==> config.mk <==
export PLATFORM = sky130hd
export DESIGN_NAME = cpu4_trace_fifo
export DESIGN_NICKNAME = d
export VERILOG_FILES = /design/src/rtl/cpu4_trace_fifo.sv
export SDC_FILE = /design/constraint.sdc
export NUM_CORES = 1
export LEC_CHECK = 0
export BUFFER_PORTS_ARGS = -buffer_cell sky130_fd_sc_hd__buf_2
export CELL_PAD_IN_SITES_DETAIL_PLACEMENT = 1
export CELL_PAD_IN_SITES_GLOBAL_PLACEMENT = 2
export CORE_UTILIZATION = 36
export DETAILED_ROUTE_END_ITERATION = 10
export GPL_TIMING_DRIVEN = 0
export PLACE_DENSITY_LB_ADDON = 0.1
export SYNTH_ARGS = -nofsm -noshare
export SYNTH_HDL_FRONTEND = slang
export SYNTH_SLANG_ARGS = --single-unit
==> constraint.sdc <==
create_clock -name clk -period 4.9 [get_ports clk]
set_input_delay 0.49 -clock clk [delete_from_list [all_inputs] [get_ports clk]]
set_output_delay 0.49 -clock clk [all_outputs]
set_load 0.05 [all_outputs]
==> src/rtl/cpu4_trace_fifo.sv <==
// Trace recorder for the 4-bit CPU: captures {halt, pc, r0..r3} on every pc change
// (and once on halt) into a FIFO drained over a valid/ready handshake.
module cpu4_trace_fifo #(
    parameter int DEPTH = 16,
    parameter int AW    = 4
) (
    input  logic          clk,
    input  logic          reset,
    input  logic          cap_en,
    input  logic [3:0]    pc,
    input  logic [3:0]    r0,
    input  logic [3:0]    r1,
    input  logic [3:0]    r2,
    input  logic [3:0]    r3,
    input  logic          halt,
    output logic          out_valid,
    input  logic          out_ready,
    output logic [20:0]   out_data,
    output logic [AW:0]   count,
    output logic          overflow,
    output logic [7:0]    drop_cnt,
    output logic          done
);

    typedef enum logic [1:0] {
        IDLE   = 2'd0,
        ARM    = 2'd1,
        RUN    = 2'd2,
        HALTED = 2'd3
    } state_e;

    state_e       state_q, state_d;
    logic [3:0]   prev_pc_q, prev_pc_d;
    logic [AW:0]  wptr_q, wptr_d;
    logic [AW:0]  rptr_q, rptr_d;
    logic         overflow_q, overflow_d;
    logic [7:0]   drop_cnt_q, drop_cnt_d;
    logic [20:0]  mem_q [DEPTH];

    logic         capture_s;
    logic         push_s;
    logic         pop_s;
    logic         drop_s;
    logic         full_s;
    logic         empty_s;
    logic [AW:0]  count_s;
    logic [20:0]  sample_s;

    assign sample_s = {halt, pc, r0, r1, r2, r3};
    assign count_s  = wptr_q - rptr_q;
    assign empty_s  = (count_s == (AW+1)'(0));
    assign full_s   = (count_s == (AW+1)'(DEPTH));

    // Capture FSM: cap_en low always wins over a pending capture condition
    always_comb begin
        state_d   = state_q;
        prev_pc_d = prev_pc_q;
        capture_s = 1'b0;
        case (state_q)
            IDLE: begin
                if (cap_en) begin
                    state_d = ARM;
                end else begin
                    state_d = IDLE;
                end
            end
            ARM: begin
                if (!cap_en) begin
                    state_d = IDLE;
                end else begin
                    capture_s = 1'b1;
                    prev_pc_d = pc;
                    state_d   = halt ? HALTED : RUN;
                end
            end
            RUN: begin
                if (!cap_en) begin
                    state_d = IDLE;
                end else if ((pc != prev_pc_q) || halt) begin
                    capture_s = 1'b1;
                    prev_pc_d = pc;
                    state_d   = halt ? HALTED : RUN;
                end else begin
                    state_d = RUN;
                end
            end
            HALTED: begin
                state_d = HALTED;
            end
            default: begin
                state_d = IDLE;
            end
        endcase
    end

    // FIFO pointer and drop accounting; a pop frees the slot a full-FIFO push needs
    always_comb begin
        pop_s      = (!empty_s) && out_ready;
        push_s     = capture_s && ((!full_s) || pop_s);
        drop_s     = capture_s && full_s && (!pop_s);
        wptr_d     = wptr_q;
        rptr_d     = rptr_q;
        overflow_d = overflow_q;
        drop_cnt_d = drop_cnt_q;
        if (push_s) begin
            wptr_d = wptr_q + (AW+1)'(1);
        end else begin
            wptr_d = wptr_q;
        end
        if (pop_s) begin
            rptr_d = rptr_q + (AW+1)'(1);
        end else begin
            rptr_d = rptr_q;
        end
        if (drop_s) begin
            overflow_d = 1'b1;
            if (drop_cnt_q != 8'hFF) begin
                drop_cnt_d = drop_cnt_q + 8'd1;
            end else begin
                drop_cnt_d = drop_cnt_q;
            end
        end else begin
            overflow_d = overflow_q;
        end
    end

    // Control state registers
    always_ff @(posedge clk or negedge reset) begin
        if (!reset) begin
            state_q    <= IDLE;
            prev_pc_q  <= 4'd0;
            wptr_q     <= {(AW+1){1'b0}};
            rptr_q     <= {(AW+1){1'b0}};
            overflow_q <= 1'b0;
            drop_cnt_q <= 8'd0;
        end else begin
            state_q    <= state_d;
            prev_pc_q  <= prev_pc_d;
            wptr_q     <= wptr_d;
            rptr_q     <= rptr_d;
            overflow_q <= overflow_d;
            drop_cnt_q <= drop_cnt_d;
        end
    end

    // Entry storage; contents are only observable through the occupied window
    always_ff @(posedge clk) begin
        if (push_s) begin
            mem_q[wptr_q[AW-1:0]] <= sample_s;
        end
    end

    assign out_valid = !empty_s;
    assign out_data  = empty_s ? {21{1'b0}} : mem_q[rptr_q[AW-1:0]];
    assign count     = count_s;
    assign overflow  = overflow_q;
    assign drop_cnt  = drop_cnt_q;
    assign done      = (state_q == HALTED);

endmodule

==> flow_metrics.py <==
metrics = {
    "clock_network": {
        "cts_tree": "built",
        "cts_buffers": 41,
        "clockBufferDepth": 3,
        "clock_sinks": 361,
        "root_buffer": "clkbuf_16",
        "worstSkewPairLatency_ps": 530,
        "post_cts_buffers": 0,
        "htreeDepth": 2,
        "cts.reportedPaths.clkPinSlew_ps": 60,
    },
    "synth": {
        "synthFlopType": "edfxtp_1",
        "synthCells": 645,
        "avgSynthCellArea_um2": 22.27,
        "netlist_area_um2": 14370,
        "synthAdderAreaFrac_pct": 1.359,
        "ys_warn_count": 0,
        "synth_edf_count": 336,
        "netlist.area_leader.share_pct": 70.24,
        "synthArstFlopShare_pct": 6.925,
        "synth_common_cells": "edfxtp_1, mux4_2, dfrtp_1, nor2b_1, and3_1",
        "synth_top_family_by_area": "multiplexers",
        "synth_cell_types": 41,
        "synth.most_common_cell": "edfxtp_1",
        "synth_top_area_cell": "edfxtp_1",
        "synth_compound_gate_area_share_pct": 0.7665,
        "yosysSeqAreaShare_pct": 74.59,
        "synth-simple-area-share_pct": 3.188,
        "muxShareOfSynthArea_pct": 17.01,
        "synthXorXnorAreaFrac_pct": 1.394,
        "synth_top_cells_by_area": "edfxtp_1, mux4_2, dfrtp_1",
        "synth_nets": 685,
        "ys_ff_latch": 361,
    },
    "drt": {
        "vias": 6693,
        "drc_errors": 0,
        "avgRoutedWirePerCell_um": 26.33,
        "wl_um": 34230,
        "firstDrtPassIters": 4,
        "viasPerCell": 5.148,
        "ant_nets": 0,
        "drt_iter0_drc": 319,
    },
    "power_and_ir_drop": {
        "p_per_area_nw_per_um2": 624.7,
        "netSwitchingPower_w": 0.003768,
        "p_leak_nw": 5.505,
        "ir_worst_vdd_mv": 0.6047,
        "combPwrFrac_pct": 38.4,
        "clkPwrFrac_pct": 27.2,
        "intPower_w": 0.006622,
        "seq_power_share_pct": 34.5,
        "switching_share_pct": 36.26,
    },
    "cells_and_area": {
        "fillers": 3610,
        "fin_util_pct": 42.64,
        "finalNonFillerCells": 1300,
        "final_area_um2": 16630,
        "nNetsFinal": 790,
        "drive_above_1_share_pct": 33.25,
        "antenna_cells": 0,
        "area_delta_synth_final_pct": 15.79,
    },
    "placed_design": {
        "placed_cell_area_um2": 15380,
        "numPlacedInstances": 1225,
        "io_buffer_count": 61,
        "hpwl_um": 19690,
        "finalWeightedCongestion": 0.7962,
    },
    "timing": {
        "fmax_ghz": 0.2192,
        "slew_violations": 0,
        "finClkSkew_ps": 15.87,
        "tightest_slew_ps": 1186,
        "hold_ws_ps": 242.2,
        "finalSetupViolations": 0,
        "fin_tns_setup_ps": 0,
        "hold_viol_final": 0,
        "period_share_pct": 93.10,
        "fin_crit_ps": 4562,
        "rsz0062_at_grt": "no",
        "relSlewSlack_pct": 20.96,
    },
    "global_routing": {
        "use_met3_pct": 3.029,
        "grt_pass1_wl_um": 50840,
        "antenna_found_initial": 0,
        "grt_max_degree": 26,
        "busiest_layer": "met2",
        "use_met1_pct": 22.50,
        "overflow": 0,
        "use_met2_pct": 30.53,
        "grt_pass1_vias": 7592,
        "groute.usage.overall_pct": 17.59,
    },
    "setup_path": {
        "cp.required_ps": 4410,
        "worstPathCellList": "buf_2, clkbuf_4, inv_1, fa_1, xor2_1, a211o_1, a21oi_2, clkbuf_2, nor2b_1, buf_2",
        "cp_slowest_stage_delay_ps": 530,
        "worstSetupPathType": "reg -> out",
        "cp_common_cell": "buf_2",
        "end_kind": "output port",
        "crit_slowest_cell": "a21oi_2",
        "critPathLaunchType": "flip-flop",
        "cp.arrival_ps": 4070,
        "crit_buf_inv": 5,
        "cp_max_fo": 19,
        "critPathTopFamily": "buffers and inverters",
    },
    "floorplanning": {
        "die_h_um": 201.8,
        "die_w_um": 201.8,
        "initial_core_util_pct": 36.83,
        "die-area_um2": 40710,
        "core_um2": 39010,
        "rows": 72,
        "ios": 62,
    },
    "outcome": {
        "outcome": "completed",
    },
    "worst_hold_path": {
        "min_path_type": "in -> reg",
    },
    "flow_run": {
        "cap_violations": 0,
    },
}
routing by layer:
metal / vias up / wire [µm]
li1: 2897 / -
met1: 3583 / 14580
met4: 0 / 714
met3: 55 / 1377
met2: 158 / 17550
met5: - / 0
worst register-to-register path: stages (launching register included):
cell and delay (ps):
dfrtp_1 390, buf_2 190, clkbuf_4 420, inv_1 170, fa_1 460, xor2_1 300, nand4b_1 200, nand2_1 100
a31oi_1 240, buf_2 230, nand2_1 130, nor3_4 710, buf_16 230
layout make-up:
| cell class | instances | area (µm²) | area share [%] |
|---|---|---|---|
| clock inverters | 16 | 82.58 | 0.4965 |
| well taps | 518 | 648.1 | 3.896 |
| clock buffers | 59 | 1156 | 6.950 |
| repair buffers | 63 | 342.8 | 2.061 |
| multi-input cells | 243 | 3437 | 20.66 |
| flip-flops and latches | 361 | 10720 | 64.42 |
| plain buffers | 27 | 202.7 | 1.219 |
| inverters | 13 | 48.80 | 0.2934 |
kinds of logic (layout without fill, tap and decap cells):
group | count (synthesis) | after routing
buf+inv | 41 | 178
fa+ha+maj | 15 | 15
flops | 361 | 361
simple gates | 79 | 79
mux | 112 | 112
xor+xnor | 22 | 22
compound gates | 15 | 15
power groups by stage:
stage / sequential (W) / clock (W) / combinational [W]
after global placement: 0.00364 / 0 / 0.00400
after CTS: 0.00358 / 0.00291 / 0.00408
after floorplan: 0.00363 / 0 / 0.00301
final: 0.00358 / 0.00283 / 0.00399
after detailed placement: 0.00364 / 0 / 0.00406
after global routing: 0.00359 / 0.00301 / 0.00426
flip-flops by register name, indices dropped and copies added (netlist names):
signal,cells
rptr_q,5
drop_cnt,8
prev_pc_q,4
overflow,1
wptr_q,5
state_q,2
mem_q,336
final timing paths:
kind	startpoint	end	slack [ps]	cells after the start
min	cap_en	state_q[0]$_DFF_PN0_	240	3
max	rptr_q[1]$_DFFE_PN0P_	out_data[17]	340	10
max reg2reg	rptr_q[1]$_DFFE_PN0P_	mem_q[3][11]$_DFFE_PP_	810	12
min in group asynchronous	reset	state_q[0]$_DFF_PN0_	510	2
min reg2reg	overflow$_DFFE_PN0P_	overflow$_DFFE_PN0P_	490	1
max in group asynchronous	reset	rptr_q[3]$_DFFE_PN0P_	3980	2
stage by stage:
step / power [W] / setup WS, ps
2_1_floorplan: 0.006641 / 494.2
3_3_place_gp: 0.007636 / -1054
3_5_place_dp: 0.007707 / -278.2
4_1_cts: 0.01057 / 12.05
5_1_grt: 0.01087 / 117.5
6_report: 0.01039 / 338.2
cell usage in the layout, fill, tap and decap left out, types with 4 or more instances in the layout:
master       n
and3_2      15
buf_12       4
buf_2       67
clkbuf_1    24
clkbuf_16   43
clkinv_1     8
clkinv_2     6
dfrtp_1     25
edfxtp_1   336
ha_1        14
inv_1       12
mux2_2       4
mux4_2     105
nand2_1      7
nand3_1      7
nand4_1      4
nor2_1       5
nor2b_1     23
xnor2_1     15
xor2_1       6
what timing repair did:
| item | CTS | global route |
|---|---|---|
| endpoints found under the setup margin | 32 | 17 |
| hold buffers | 1 | 0 |
| resized for setup | 4 | 1 |
| hold endpoints to repair | 25 | 0 |
(Power assumes the default switching activity.)
